$ cat config.mk
export PLATFORM = sky130hd
export DESIGN_NAME = rm_prog_automaton_flat
export DESIGN_NICKNAME = d
export VERILOG_FILES = /design/src/rtl/rm_automata_pkg.sv /design/src/rtl/rm_prog_automaton_if.sv /design/src/rtl/rm_report_fifo.sv /design/src/rtl/rm_prog_automaton.sv /design/src/flat_wrapper.sv
export SDC_FILE = /design/constraint.sdc
export NUM_CORES = 1
export LEC_CHECK = 0
export CORE_ASPECT_RATIO = 1.4
export CORE_UTILIZATION = 30
export CTS_CLUSTER_DIAMETER = 50
export DETAILED_ROUTE_END_ITERATION = 6
export PLACE_DENSITY = 0.42
export REMOVE_ABC_BUFFERS = 1
export SETUP_SLACK_MARGIN = 0.1
export SYNTH_ARGS = -nofsm -noshare
export SYNTH_HDL_FRONTEND = slang
export SYNTH_SLANG_ARGS = --single-unit
$ cat constraint.sdc
create_clock -name clk -period 12.26 [get_ports clk]
set_clock_uncertainty 0.2 [all_clocks]
set_input_delay 2.452 -clock clk [delete_from_list [all_inputs] [get_ports clk]]
set_output_delay 2.452 -clock clk [all_outputs]
set_load 0.02 [all_outputs]
$ cat src/rtl/rm_automata_pkg.sv
// Shared types for the runtime-programmable automaton engine.
// Start-type encoding and the interval-match helper used per STE.
package rm_automata_pkg;

    typedef enum logic [1:0] {
        ST_NONE = 2'd0,
        ST_SOD  = 2'd1,
        ST_ALL  = 2'd2
    } start_type_e;

    // Operands arrive zero-extended so one helper serves any symbol width.
    function automatic logic sym_in_range(input logic [63:0] sym,
                                          input logic [63:0] lo,
                                          input logic [63:0] hi);
        return (sym >= lo) && (sym <= hi);
    endfunction

endpackage

$ cat src/rtl/rm_prog_automaton_if.sv
// Bundle of the symbol stream, configuration port and report drain.
// master = driver of symbols/config and consumer of reports; slave = engine.
interface rm_prog_automaton_if #(
    parameter int N_STE = 16,
    parameter int SYM_W = 8,
    parameter int IDX_W = 16
);
    localparam int STE_W = (N_STE > 1) ? $clog2(N_STE) : 1;

    logic                  run;
    logic                  flush;
    logic [SYM_W-1:0]      symbols;
    logic                  cfg_we;
    logic [STE_W-1:0]      cfg_ste;
    logic [SYM_W-1:0]      cfg_lo;
    logic [SYM_W-1:0]      cfg_hi;
    logic [N_STE-1:0]      cfg_edges;
    logic [1:0]            cfg_start;
    logic                  cfg_report;
    logic                  cfg_err;
    logic [N_STE-1:0]      active;
    logic                  rpt_valid;
    logic                  rpt_ready;
    logic [IDX_W-1:0]      rpt_idx;
    logic [N_STE-1:0]      rpt_vec;
    logic                  rpt_ovf;

    modport master (
        output run, flush, symbols,
        output cfg_we, cfg_ste, cfg_lo, cfg_hi, cfg_edges, cfg_start, cfg_report,
        output rpt_ready,
        input  cfg_err, active, rpt_valid, rpt_idx, rpt_vec, rpt_ovf
    );

    modport slave (
        input  run, flush, symbols,
        input  cfg_we, cfg_ste, cfg_lo, cfg_hi, cfg_edges, cfg_start, cfg_report,
        input  rpt_ready,
        output cfg_err, active, rpt_valid, rpt_idx, rpt_vec, rpt_ovf
    );

endinterface

$ cat src/rtl/rm_report_fifo.sv
// Synchronous report FIFO with valid/ready pop and a sticky drop flag.
// A push into a full FIFO succeeds only when the same cycle pops.
module rm_report_fifo #(
    parameter int WIDTH = 24,
    parameter int DEPTH = 8
) (
    input  logic             clk,
    input  logic             reset,
    input  logic             i_push,
    input  logic [WIDTH-1:0] i_data,
    input  logic             i_pop,
    output logic             o_empty,
    output logic [WIDTH-1:0] o_data,
    output logic             o_drop
);
    localparam int PTR_W = (DEPTH > 1) ? $clog2(DEPTH) : 1;

    logic [WIDTH-1:0] r_mem [DEPTH];
    logic [PTR_W-1:0] r_wr_ptr;
    logic [PTR_W-1:0] r_rd_ptr;
    logic [PTR_W:0]   r_count;
    logic             r_drop;

    logic w_full;
    logic w_empty;
    logic w_pop;
    logic w_wr;

    assign w_full  = (r_count == (PTR_W+1)'(DEPTH));
    assign w_empty = (r_count == '0);
    assign w_pop   = i_pop && !w_empty;
    assign w_wr    = i_push && (!w_full || w_pop);

    always_ff @(posedge clk) begin
        if (reset) begin
            r_wr_ptr <= '0;
            r_rd_ptr <= '0;
            r_count  <= '0;
            r_drop   <= 1'b0;
        end else begin
            if (w_wr) begin
                r_wr_ptr <= r_wr_ptr + PTR_W'(1);
            end
            if (w_pop) begin
                r_rd_ptr <= r_rd_ptr + PTR_W'(1);
            end
            case ({w_wr, w_pop})
                2'b10:   r_count <= r_count + (PTR_W+1)'(1);
                2'b01:   r_count <= r_count - (PTR_W+1)'(1);
                default: r_count <= r_count;
            endcase
            if (i_push && !w_wr) begin
                r_drop <= 1'b1;
            end
        end
    end

    // Storage is not reset; the head is masked to zero while empty instead.
    always_ff @(posedge clk) begin
        if (w_wr) begin
            r_mem[r_wr_ptr] <= i_data;
        end
    end

    assign o_empty = w_empty;
    assign o_data  = w_empty ? '0 : r_mem[r_rd_ptr];
    assign o_drop  = r_drop;

endmodule

$ cat src/rtl/rm_prog_automaton.sv
// Runtime-programmable homogeneous automaton: N_STE state-transition elements
// with interval match, edge masks and start types; report hits go to a FIFO.
module rm_prog_automaton #(
    parameter int N_STE      = 16,
    parameter int SYM_W      = 8,
    parameter int IDX_W      = 16,
    parameter int FIFO_DEPTH = 8
) (
    input  logic               clk,
    input  logic               reset,
    rm_prog_automaton_if.slave bus
);
    import rm_automata_pkg::*;

    localparam int              STE_W   = (N_STE > 1) ? $clog2(N_STE) : 1;
    localparam logic [STE_W:0]  N_STE_V = (STE_W+1)'(N_STE);
    localparam int              RPT_W   = IDX_W + N_STE;

    typedef struct packed {
        logic [SYM_W-1:0] lo;
        logic [SYM_W-1:0] hi;
        logic [N_STE-1:0] edges;
        start_type_e      start;
        logic             report;
    } ste_cfg_t;

    ste_cfg_t         r_cfg [N_STE];
    logic [N_STE-1:0] r_active;
    logic [IDX_W-1:0] r_idx;
    logic             r_sod_armed;
    logic             r_cfg_err;

    logic [N_STE-1:0] w_match;
    logic [N_STE-1:0] w_en;
    logic [N_STE-1:0] w_next;
    logic [N_STE-1:0] w_report_mask;
    logic [N_STE-1:0] w_rpt_vec;
    logic             w_cfg_bad;
    logic             w_push;
    logic             w_fifo_empty;
    logic             w_fifo_drop;
    logic [RPT_W-1:0] w_fifo_data;

    // Reconfiguring while symbols flow would corrupt the running graph.
    assign w_cfg_bad = bus.run || ({1'b0, bus.cfg_ste} >= N_STE_V);

    always_ff @(posedge clk) begin
        if (reset) begin
            r_cfg_err <= 1'b0;
            for (int i = 0; i < N_STE; i++) begin
                r_cfg[i] <= '{lo: '1, hi: '0, edges: '0, start: ST_NONE, report: 1'b0};
            end
        end else begin
            r_cfg_err <= bus.cfg_we && w_cfg_bad;
            if (bus.cfg_we && !w_cfg_bad) begin
                r_cfg[bus.cfg_ste] <= '{lo:     bus.cfg_lo,
                                        hi:     bus.cfg_hi,
                                        edges:  bus.cfg_edges,
                                        start:  start_type_e'(bus.cfg_start),
                                        report: bus.cfg_report};
            end
        end
    end

    always_comb begin
        w_match       = '0;
        w_en          = '0;
        w_report_mask = '0;
        for (int i = 0; i < N_STE; i++) begin
            w_match[i]       = sym_in_range(64'(bus.symbols), 64'(r_cfg[i].lo), 64'(r_cfg[i].hi));
            w_en[i]          = (|(r_cfg[i].edges & r_active))
                             || ((r_cfg[i].start == ST_SOD) && r_sod_armed)
                             || (r_cfg[i].start == ST_ALL);
            w_report_mask[i] = r_cfg[i].report;
        end
        w_next    = w_match & w_en;
        w_rpt_vec = w_next & w_report_mask;
    end

    // flush wins over run: the symbol presented with flush is discarded.
    always_ff @(posedge clk) begin
        if (reset) begin
            r_active    <= '0;
            r_idx       <= '0;
            r_sod_armed <= 1'b1;
        end else if (bus.flush) begin
            r_active    <= '0;
            r_idx       <= '0;
            r_sod_armed <= 1'b1;
        end else if (bus.run) begin
            r_active    <= w_next;
            r_idx       <= r_idx + IDX_W'(1);
            r_sod_armed <= 1'b0;
        end
    end

    assign w_push = bus.run && !bus.flush && (|w_rpt_vec);

    rm_report_fifo #(
        .WIDTH (RPT_W),
        .DEPTH (FIFO_DEPTH)
    ) u_fifo (
        .clk     (clk),
        .reset   (reset),
        .i_push  (w_push),
        .i_data  ({r_idx, w_rpt_vec}),
        .i_pop   (bus.rpt_ready),
        .o_empty (w_fifo_empty),
        .o_data  (w_fifo_data),
        .o_drop  (w_fifo_drop)
    );

    assign bus.cfg_err   = r_cfg_err;
    assign bus.active    = r_active;
    assign bus.rpt_valid = !w_fifo_empty;
    assign bus.rpt_idx   = w_fifo_data[RPT_W-1:N_STE];
    assign bus.rpt_vec   = w_fifo_data[N_STE-1:0];
    assign bus.rpt_ovf   = w_fifo_drop;

endmodule

$ cat src/flat_wrapper.sv
// flat-port wrapper written by rule: the top's interface ports become plain ports
module rm_prog_automaton_flat import rm_automata_pkg::*;
#(
    parameter int N_STE      = 16,
    parameter int SYM_W      = 8,
    parameter int IDX_W      = 16,
    parameter int FIFO_DEPTH = 8
)
  (clk, reset, bus_run, bus_flush, bus_symbols, bus_cfg_we, bus_cfg_ste, bus_cfg_lo, bus_cfg_hi, bus_cfg_edges, bus_cfg_start, bus_cfg_report, bus_rpt_ready, bus_cfg_err, bus_active, bus_rpt_valid, bus_rpt_idx, bus_rpt_vec, bus_rpt_ovf);
  rm_prog_automaton_if #(.N_STE(N_STE), .SYM_W(SYM_W), .IDX_W(IDX_W)) bus_i ();
  input  logic clk;
  input  logic reset;
  input wire logic [$bits(bus_i.run)-1:0] bus_run;
  input wire logic [$bits(bus_i.flush)-1:0] bus_flush;
  input wire logic [$bits(bus_i.symbols)-1:0] bus_symbols;
  input wire logic [$bits(bus_i.cfg_we)-1:0] bus_cfg_we;
  input wire logic [$bits(bus_i.cfg_ste)-1:0] bus_cfg_ste;
  input wire logic [$bits(bus_i.cfg_lo)-1:0] bus_cfg_lo;
  input wire logic [$bits(bus_i.cfg_hi)-1:0] bus_cfg_hi;
  input wire logic [$bits(bus_i.cfg_edges)-1:0] bus_cfg_edges;
  input wire logic [$bits(bus_i.cfg_start)-1:0] bus_cfg_start;
  input wire logic [$bits(bus_i.cfg_report)-1:0] bus_cfg_report;
  input wire logic [$bits(bus_i.rpt_ready)-1:0] bus_rpt_ready;
  output wire logic [$bits(bus_i.cfg_err)-1:0] bus_cfg_err;
  output wire logic [$bits(bus_i.active)-1:0] bus_active;
  output wire logic [$bits(bus_i.rpt_valid)-1:0] bus_rpt_valid;
  output wire logic [$bits(bus_i.rpt_idx)-1:0] bus_rpt_idx;
  output wire logic [$bits(bus_i.rpt_vec)-1:0] bus_rpt_vec;
  output wire logic [$bits(bus_i.rpt_ovf)-1:0] bus_rpt_ovf;
  assign bus_i.run = bus_run;
  assign bus_i.flush = bus_flush;
  assign bus_i.symbols = bus_symbols;
  assign bus_i.cfg_we = bus_cfg_we;
  assign bus_i.cfg_ste = bus_cfg_ste;
  assign bus_i.cfg_lo = bus_cfg_lo;
  assign bus_i.cfg_hi = bus_cfg_hi;
  assign bus_i.cfg_edges = bus_cfg_edges;
  assign bus_i.cfg_start = bus_cfg_start;
  assign bus_i.cfg_report = bus_cfg_report;
  assign bus_i.rpt_ready = bus_rpt_ready;
  assign bus_cfg_err = bus_i.cfg_err;
  assign bus_active = bus_i.active;
  assign bus_rpt_valid = bus_i.rpt_valid;
  assign bus_rpt_idx = bus_i.rpt_idx;
  assign bus_rpt_vec = bus_i.rpt_vec;
  assign bus_rpt_ovf = bus_i.rpt_ovf;
  rm_prog_automaton #(.N_STE(N_STE), .SYM_W(SYM_W), .IDX_W(IDX_W), .FIFO_DEPTH(FIFO_DEPTH)) u_core (.clk(clk), .reset(reset), .bus(bus_i));
endmodule
==> metrics, run 1 <==
Num CTS Buffers=102; register area share after synthesis=0.628; worst reg-to-reg path cell count=16; worst path required time=12.66 ns; layout cells sized above 1=0.116; Synth Register Bits=864; global-route wire length before repair=176000 um; Detailed Place HPWL=72900 um; Post-Route Utilization=0.353; Final Hold Vio Count=0; DR iter-0 viols=1447; initial core utilization=0.302; Reg clk slew, reported paths=0.06 ns; Met3 Routed Length=4650 um; Total Power=0.00756 W; num ports=104; Worst R2R Start=u_core.bus.active[2]$_SDFFE_PP0P_; area delta synth->final=16.9%; signal arrival time at the worst endpoint=7.59 ns; root buffer cell=clkbuf_16; Metal-1 WL=49900 um; most common cell after layout, fill and taps aside=edfxtp_1; hold path start=u_core.u_fifo.r_rd_ptr[1]$_SDFFE_PP0P_; critical-path cell list=clkdlybuf4s50_1, inv_2, buf_4, ha_1, nand2b_1, a2111oi_0, nor4_1, o22a_1, and3_1, or4_4, nor3_4, a21oi_2, nand2b_1, inv_1, ha_1, a21o_1, a21oi_1, inv_1, o31ai_1, mux2_2; IR drop worst, VDD=0.112 mV; crit-path max FO=19; critical path launch point=bus_symbols[0]; HP Class=flip-flop to flip-flop; clock buffer depth=3; Post-Synthesis Cells=3005; Synth Cell Area=40500 um2; MaxCap Viol Count=0; DR WL met2=64400 um; gpl congestion=0.764; max frequency=0.139 GHz; RSZ-0062 raised after global routing=no; total number of vias=24500; Max-slew headroom=0.206; Post-synth EDFFs=816; highest routed metal layer=met5; number of routed nets with antenna violations=0; WL per Instance=24.3 um; Leak Pwr=17.5 nW; Port Buf Inserts=103; Crit-path slowest cell=or4_4; global-route usage over all layers=0.179; syn_area_per_cell=13.5 um2; H-tree levels=3; Clk Latency, worst-skew pair=0.73 ns; DRC violations left=0; worst r2r dst=u_core.u_fifo.r_count[3]$_SDFFE_PP0P_; ys async rst share=0; unique cell type count in the Yosys netlist=65; predominant post-synthesis flop cell=edfxtp_1; Least-Margin Pin Slew=1.19 ns; fin crit period=7.19 ns; Vert. Die Dim=437 um; Crit. End Element=flip-flop; Nets=3461; post-route clock period utilization=0.587; max-slew violation count=0; # rows=159; Resized Gates After CTS=0; vias in the first global route=25900; most frequent cells in the layout=816 x edfxtp_1, 435 x and2_1, 261 x inv_1, 261 x ha_1, 116 x a21oi_1; Die W=313 um; pin count of the biggest net entering global routing=65; CTS Sinks=864; Fin Setup TNS=0 ns; grt ovf=0; max incr delay on CP=0.52 ns; DR vias/cell=4.90; status=complete, no violations; setup slack, reg-to-reg=7.18 ns; hold path depth=2; clock tree from TritonCTS=yes; antenna violations before repair=5; die footprint=137000 um2; # Post-CTS Setup Buffers=0; crit path kind=input pin to flip-flop; YS warnings=0; cts hold-fix bufs=0; critical path startpoint category=input pin; Final setup viols=0; Core ar.=134000 um2; cell area power density=160 nW/um2; final wirelength=122000 um; drt first pass iters=5
==> report_power, final <==
part           switching (W)  leakage (nW)  internal, W
logic               0.000629          7.57     0.000390
clock network        0.00129          1.69      0.00184
registers          0.0000579          8.26      0.00335
==> metal layers <==
| metal | track usage | up-vias |
|---|---|---|
| li1 | - | 11300 |
| met5 | 0 | - |
| met4 | 0.0544 | 4 |
| met1 | 0.211 | 12600 |
| met2 | 0.331 | 489 |
| met3 | 0.0246 | 148 |
==> worst max-delay path by stage <==
stage / cells past startpoint / to / slack [ns]
2_1_floorplan: 11 / u_core.u_fifo.r_mem[4][0]$_DFFE_PP_ / 3.03
3_3_place_gp: 20 / u_core.u_fifo.r_count[3]$_SDFFE_PP0P_ / 4.23
3_5_place_dp: 20 / u_core.u_fifo.r_count[3]$_SDFFE_PP0P_ / 4.29
4_1_cts: 20 / u_core.u_fifo.r_count[3]$_SDFFE_PP0P_ / 5.05
5_1_grt: 20 / u_core.u_fifo.r_count[3]$_SDFFE_PP0P_ / 4.61
6_report: 20 / u_core.u_fifo.r_count[3]$_SDFFE_PP0P_ / 5.07
==> sequential cells by signal, indices dropped and copies added (netlist names), named ones only <==
| signal | cells |
|---|---|
| u_core.r_cfg | 560 |
| u_core.u_fifo.r_mem | 256 |
| u_core.bus.active | 16 |
| u_core.r_idx | 16 |
| u_core.u_fifo.r_count | 4 |
| u_core.u_fifo.r_rd_ptr | 3 |
| u_core.u_fifo.r_wr_ptr | 3 |
| u_core.bus.cfg_err | 1 |
| u_core.r_sod_armed | 1 |
| u_core.u_fifo.o_drop | 1 |
==> cells by family after synthesis <==
| family | after synthesis | share of synthesized area |
|---|---|---|
| AND/OR/NAND/NOR | 964 | 0.138 |
| XOR/XNOR | 16 | 0.00346 |
| flip-flops | 864 | 0.628 |
| adder cells (fa/ha/maj) | 262 | 0.0810 |
| multiplexers | 106 | 0.0464 |
| buffers and inverters | 422 | 0.0398 |
| AO/OA/AOI/OAI | 371 | 0.0628 |
==> area by class of cell <==
class,instances,area [um2]
fillers,13000,86700
diodes,4,10.0
multi-input cells,1719,13500
clock inverters,58,682
flip-flops and latches,864,25500
well taps,1771,2220
inverters,262,983
repair buffers,197,1700
clock buffers,135,2780
==> critical path, delay by kind of cell <==
family                     cells  cell delay, ns
adders and majority gates      2            0.52
and+or+nand+nor                6            1.50
muxes                          1            0.37
buffers and inverters          5            1.38
AOI/OAI and AO/OA              6            1.37
==> synthesized netlist by cell type, types with 7 or more instances <==
cell       instances  area (um2)
or3_1            103         644
ha_1             261        3270
nand3b_1          14         105
mux2i_1           37         370
nand4_1           62         388
o21a_1            10        75.1
a22oi_1           78         586
o22ai_1            9        56.3
nor4_1            11        68.8
a22o_1            18         158
buf_1              9        33.8
nand2_1           66         248
or2_2             18         113
edfxtp_1         816       24500
inv_1            262         983
a21o_1            17         128
nor2b_1           19         119
mux4_2            64        1440
nor2_1           102         383
xor2_1            10        87.6
a222oi_1          11         110
a21oi_1          116         581
dfxtp_1           48         961
nand3_1           33         165
clkbuf_1         143         537
a2111oi_0          8        70.1
o21ai_0           36         180
and3_1             7        43.8
o211ai_1          14         105
and2_1           435        2720
a221oi_1          18         158
nand2b_1          54         338
nor3_1            22         110
==> per-stage QoR <==
stage / setup WS [ns] / std cells / hold WS, ns / area (um2)
4_1_cts: 5.05 / 5006 / 0.288 / 47400
6_report: 5.07 / 5010 / 0.283 / 47400
2_1_floorplan: 3.03 / 2845 / 0.247 / 39900
3_5_place_dp: 4.29 / 4813 / 0.282 / 43900
5_1_grt: 4.61 / 5007 / 0.307 / 47400
3_3_place_gp: 4.23 / 4813 / 0.256 / 43900
(Power assumes the default switching activity.)
==> run 2: changes to the inputs <==
- clock period: 12.26 -> 7.48 ns (I/O delays scaled with it)
==> run 2 against run 1 <==
  * Routed wire length up 0.64%
  * Largest cell class unchanged
  * First-iteration DRC count shrank 3.2%
  * Via count is 0.15% higher
  * Flip-flop and latch count did not move
  * Final cell count rose by 0.34%
  * Register-to-register slack worse by 4.9 ns
  * Die area is the same
  * Highest routed layer unchanged
  * Combinational power up 62%
  * Worst hold slack worse by 0.0086 ns
  * Clock power rose by 68%
==> metrics, run 2 (same netlist as run 1, synthesis figures left out) <==
Final setup viols=0 (unchanged); pin count of the biggest net entering global routing=45 (-31%); die footprint=137000 um2 (unchanged); WL per Instance=24.3 um (+0.30%); clock tree from TritonCTS=yes; Max-slew headroom=0.119 (-0.0873); Core ar.=134000 um2 (unchanged); crit-path max FO=11 (-8); CTS Sinks=864 (unchanged); area delta synth->final=17.6%; clock buffer depth=3 (unchanged); max frequency=0.167 GHz; DR vias/cell=4.89 (-0.19%); # rows=159 (unchanged); antenna violations before repair=6 (+1); cell area power density=263 nW/um2 (+65%); H-tree levels=3 (unchanged); initial core utilization=0.302 (unchanged); fin crit period=5.98 ns; number of routed nets with antenna violations=0 (unchanged); cts hold-fix bufs=0 (unchanged); Port Buf Inserts=103 (unchanged); Largest regs=u_core.r_cfg (560), u_core.u_fifo.r_mem (256); critical path startpoint category=input pin; global-route usage over all layers=0.179 (+0.000500); post-placement cell count=4827 (+0.29%); crit path kind=input pin to flip-flop; status=complete, no violations; Vert. Die Dim=437 um (unchanged); # Post-CTS Setup Buffers=0 (unchanged); Total Power=0.0125 W (+66%); max reg flops=560 (unchanged); Least-Margin Pin Slew=1.32 ns (+0.131 ns); max-slew violation count=0 (unchanged); Resized Gates After CTS=0 (unchanged); root buffer cell=clkbuf_16; num ports=104 (unchanged); Die W=313 um (unchanged); DR iter-0 viols=1400 (-3.2%); Nets=3477 (+0.46%); Final Hold Vio Count=0 (unchanged); Clk Latency, worst-skew pair=0.73 ns (about the same); worst path required time=7.87 ns (-4.79 ns); total number of vias=24600 (+0.15%); signal arrival time at the worst endpoint=6.36 ns (-1.23 ns); grt ovf=0 (unchanged); layout cells sized above 1=0.126 (+0.00985); Fillers=13000 (+0.077%); post-route cell area=47700 um2 (+0.58%); post-route clock period utilization=0.799; Leak Pwr=17.7 nW (+0.78%); Top reg by flops=u_core.r_cfg; DRC violations left=0 (unchanged); gpl congestion=0.788 (+3.2%); global-route wire length before repair=177000 um (+0.45%); non-filler cells, final=5027 (+0.34%); drt first pass iters=7 (+2); final wirelength=122000 um (+0.64%); IR drop worst, VDD=0.196 mV (+75%); Detailed Place HPWL=78500 um (+7.7%); HP Class=flip-flop to flip-flop; Crit. End Element=flip-flop; Reg clk slew, reported paths=0.06 ns (about the same); MaxCap Viol Count=0 (unchanged); placed standard-cell area=44100 um2 (+0.34%); most common cell after layout, fill and taps aside=edfxtp_1; Num CTS Buffers=104 (+2.0%); most frequent cells in the layout=816 x edfxtp_1, 435 x and2_1, 261 x inv_1, 261 x ha_1, 116 x a21oi_1; RSZ-0062 raised after global routing=no; vias in the first global route=25600 (-1.2%)
-- run 2: cell types whose count changed in the layout (fill, tap and decap cells not counted), moves of 4 or more --
cell	before	now
buf_4	94	105
clkbuf_1	26	13
dfxtp_1	45	41
dfxtp_2	2	6
inv_8	2	6
-- run 2: report_power, final --
group	switching [W]	total, W	internal, W
clock network	0.00219	0.00525	0.00307
registers	0.000120	0.00561	0.00549
logic	0.00100	0.00165	0.000647
total	0.00331	0.0125	0.00920
-- run 2: final cells by class --
| type | count | area [um2] | area share |
|---|---|---|---|
| sequential | 864 | 25500 | 0.535 |
| multi-input combinational | 1719 | 13500 | 0.284 |
| clock buffer | 124 | 2760 | 0.0579 |
| tap | 1771 | 2220 | 0.0465 |
| timing repair buffer | 211 | 1840 | 0.0386 |
| inverter | 262 | 983 | 0.0206 |
| clock inverter | 72 | 828 | 0.0174 |
| antenna | 4 | 10.0 | 0.000210 |
-- run 2: worst max-delay path: stages --
cell and delay [ns]:
clkdlybuf4s50_1 0.42, inv_2 0.30, buf_4 0.24, ha_1 0.23, nand2b_1 0.13, a2111oi_0 0.41, nor3_1 0.10, o311a_1 0.36
a2bb2o_1 0.38, a2111oi_4 0.60, a21oi_2 0.14, nand2b_1 0.20, inv_1 0.10, ha_1 0.23, a21o_1 0.18, a21oi_1 0.18
inv_1 0.06, o31ai_1 0.23, mux2_2 0.36
-- run 2: through the flow --
step | setup WS [ns] | utilization | setup TNS (ns) | hold WS [ns]
after floorplan | -0.792 | - | -85.80 | 0.247
after global placement | 0.699 | 0.329 | 0 | 0.262
after detailed placement | 0.757 | 0.329 | 0 | 0.264
after CTS | 1.52 | 0.355 | 0 | 0.282
after global routing | 1.22 | 0.355 | 0 | 0.297
final | 1.50 | 0.355 | 0 | 0.275
-- run 2: metal layers --
metal  wire length [um]  up-vias  global-route usage  part of all wire
met3               3980      166              0.0224             0.033
met5                 50        -                   0           0.00041
met2              64400      449               0.330              0.53
met1              50700    12600               0.214              0.41
met4               3200        8              0.0574             0.026
li1                   -    11400                   -                 -
-- run 2: worst paths after layout --
check / slack, ns / from / endpoint / cells past startpoint
setup / recovery: 1.50 / bus_symbols[0] / u_core.u_fifo.r_count[3]$_SDFFE_PP0P_ / 19
hold reg to reg: 0.27 / u_core.u_fifo.o_drop$_SDFFE_PP0P_ / u_core.u_fifo.o_drop$_SDFFE_PP0P_ / 2
setup reg to reg: 2.23 / u_core.bus.active[7]$_SDFFE_PP0P_ / u_core.u_fifo.r_count[3]$_SDFFE_PP0P_ / 17
hold / removal: 0.27 / u_core.u_fifo.o_drop$_SDFFE_PP0P_ / u_core.u_fifo.o_drop$_SDFFE_PP0P_ / 2
==> run 3: changes to the inputs <==
- PLACE_DENSITY: 0.42 -> 0.43
- clock period: 7.48 -> 5 ns (I/O delays scaled with it)
==> run 3 against run 2 <==
  * Sequential power grew 49%
  * Critical path depth grew 3
  * Worst setup slack got worse by 1.2 ns
  * Final cell count is 2.6% higher
  * Global-route usage down 0.067 points
  * Flip-flop and latch count unchanged
  * Design area grew 2.8%
  * Via count rose by 1.6%
  * Power increased by 49%
  * Non-clock buffer count grew 141
  * Clock-buffer cell count is 5 higher
  * Die area unchanged
==> metrics, run 3 (same netlist as run 1, synthesis figures left out) <==
Crit. End Element=flip-flop; Seq. cell area=25500 um2 (about the same); num ports=104 (unchanged); Die W=313 um (unchanged); layout cells sized above 1=0.160 (+0.0345); Crit-path slowest cell=or4_4; clock tree from TritonCTS=yes; Detailed Place HPWL=82000 um (+4.5%); max frequency=0.211 GHz; pin count of the biggest net entering global routing=37 (-18%); Leak Pwr=18.4 nW (+4.2%); Vert. Die Dim=437 um (unchanged); # rows=159 (unchanged); Port Buf Inserts=103 (unchanged); initial core utilization=0.302 (unchanged); IR drop worst, VDD=0.237 mV (+21%); grt met2 use=0.332 (+0.00228); hold path depth=2 (unchanged); status=complete, no violations; grt ovf=0 (unchanged); area delta synth->final=20.9%; GR peak layer=met2; post-placement cell count=4967 (+2.9%); Final Hold Vio Count=0 (unchanged); fin crit period=4.73 ns; Bufs and invs on worst path=6 (+1); vias in the first global route=26500 (+3.7%); met3 Usage GRT=0.0253 (+0.00285); Final setup viols=0 (unchanged); MaxCap Viol Count=0 (unchanged); crit path kind=input pin to flip-flop; non-filler cells, final=5160 (+2.6%); Worst R2R Start=u_core.bus.active[5]$_SDFFE_PP0P_; setup slack, reg-to-reg=0.44 ns (-1.79 ns); max incr delay on CP=0.57 ns (-0.03 ns); Core ar.=134000 um2 (unchanged); critical path startpoint category=input pin; clock buffer depth=3 (unchanged); Nets=3616 (+4.0%); most common cell after layout, fill and taps aside=edfxtp_1; total number of vias=25000 (+1.6%); HP Class=flip-flop to flip-flop; DRC violations left=0 (unchanged); critical-path cell list=clkbuf_2, inv_2, buf_12, ha_1, nand2b_1, a2111oi_1, nor3_1, a211oi_1, buf_4, nor4b_2, or4_4, nor3_4, a21oi_2, nand2b_4, inv_2, buf_4, ha_1, a21oi_1, or3_1, a21o_1, o31ai_1, mux2_2; signal arrival time at the worst endpoint=5.13 ns (-1.23 ns); RSZ-0062 raised after global routing=no; max reg flops=560 (unchanged); worst r2r dst=u_core.u_fifo.r_count[3]$_SDFFE_PP0P_; Num CTS Buffers=102 (-1.9%); Clk Latency, worst-skew pair=0.71 ns (-0.02 ns); placed standard-cell area=45500 um2 (+3.3%); DR iter-0 viols=1463 (+4.5%); Reg clk slew, reported paths=0.06 ns (about the same); Least-Margin Pin Slew=1.27 ns (-0.0451 ns); Max-slew headroom=0.149 (+0.0302); drt first pass iters=6 (-1); H-tree levels=3 (unchanged); cts hold-fix bufs=0 (unchanged); global-route wire length before repair=178000 um (+0.34%); final wirelength=122000 um (-0.43%); crit-path max FO=13 (+2); die footprint=137000 um2 (unchanged); root buffer cell=clkbuf_16; gpl congestion=0.792 (+0.51%); number of routed nets with antenna violations=0 (unchanged); hold path start=u_core.u_fifo.r_rd_ptr[1]$_SDFFE_PP0P_; DR vias/cell=4.84 (-0.98%); grt met1 use=0.207 (-0.00682); WL per Instance=23.6 um (-3.0%); area occupied by multi-input gates=13600 um2 (+0.35%); most frequent cells in the layout=816 x edfxtp_1, 435 x and2_1, 261 x ha_1, 260 x inv_1, 212 x buf_4; antenna violations before repair=5 (-1); Top reg by flops=u_core.r_cfg; post-route cell area=49000 um2 (+2.8%); CP top delay family=simple AND/OR/NAND/NOR gates; post-route clock period utilization=0.947; worst path required time=5.40 ns (-2.47 ns); max-slew violation count=0 (unchanged); cell area power density=380 nW/um2 (+45%); Fillers=12900 (-0.68%); worst reg-to-reg path cell count=17 (unchanged); Largest regs=u_core.r_cfg (560), u_core.u_fifo.r_mem (256); CTS Sinks=864 (unchanged); global-route usage over all layers=0.178 (-0.000673)
==> run 3: cell count changes in the layout (fill, tap and decap cells not counted), moves of 2 or more <==
cell	delta
a2111oi_1	+2
diode_2	-3
clkinvlp_4	+2
buf_4	+107
clkbuf_1	+6
a2111oi_0	-3
dfxtp_1	+3
inv_6	-2
clkinv_4	-4
dfxtp_2	-3
buf_12	+34
clkinv_8	-4
==> run 3: worst min-delay path: stages, from the launching register on <==
cell	delay, ns
dfxtp_1	0.31
nand2_1	0.06
a21oi_1	0.07
==> run 3: where the power goes <==
| group | leakage (nW) | switching (W) | internal, W |
|---|---|---|---|
| Combinational | 8.49 | 0.00154 | 0.00111 |
| Sequential | 8.26 | 0.000165 | 0.00821 |
| Clock | 1.67 | 0.00312 | 0.00446 |
| Total | 18.4 | 0.00483 | 0.0138 |
==> run 3: worst max path at each step <==
| stage | slack (ns) | cells after the start | to | from |
|---|---|---|---|---|
| floorplan | -2.78 | 11 | u_core.u_fifo.r_mem[4][0]$_DFFE_PP_ | bus_symbols[0] |
| global placement | -1.02 | 21 | u_core.u_fifo.r_count[3]$_SDFFE_PP0P_ | bus_symbols[0] |
| detailed placement | -1.05 | 22 | u_core.u_fifo.r_count[3]$_SDFFE_PP0P_ | bus_symbols[0] |
| CTS | 0.11 | 22 | u_core.u_fifo.r_count[3]$_SDFFE_PP0P_ | bus_symbols[0] |
| global route | 0.05 | 22 | u_core.u_fifo.r_count[3]$_SDFFE_PP0P_ | bus_symbols[0] |
| finish | 0.27 | 22 | u_core.u_fifo.r_count[3]$_SDFFE_PP0P_ | bus_symbols[0] |
==> run 3: per-stage QoR <==
stage / power (W) / hold WS (ns) / util / setup TNS, ns / setup WS (ns)
6_report: 0.0186 / 0.284 / 0.366 / 0 / 0.266
5_1_grt: 0.0193 / 0.329 / 0.366 / 0 / 0.0522
3_3_place_gp: 0.0112 / 0.268 / 0.340 / -112.44 / -1.02
2_1_floorplan: 0.00985 / 0.247 / - / -558.05 / -2.78
4_1_cts: 0.0189 / 0.286 / 0.365 / 0 / 0.106
3_5_place_dp: 0.0112 / 0.275 / 0.340 / -149.62 / -1.05
==> run 3: final cells by class <==
class                   count  share of cell area
flip-flops and latches    864               0.520
diodes                      1           0.0000511
well taps                1771              0.0452
multi-input cells        1719               0.277
repair buffers            352              0.0677
inverters                 262              0.0201
clock buffers             129              0.0562
clock inverters            62              0.0137
==> run 3: what timing repair did <==
action | in CTS | in global routing
buffers inserted | 0 | 1
setup endpoints to repair | 3 | 1
resized for setup | 4 | 12
pin swaps | 1 | 6
==> run 3: per-layer routing <==
metal  part of all wire  vias up  wire length, um
met5            0.00030        -               36
met2               0.53      544            64600
li1                   -    11700                -
met4              0.029        6             3510
met3              0.040      201             4820
met1               0.40    12600            48800
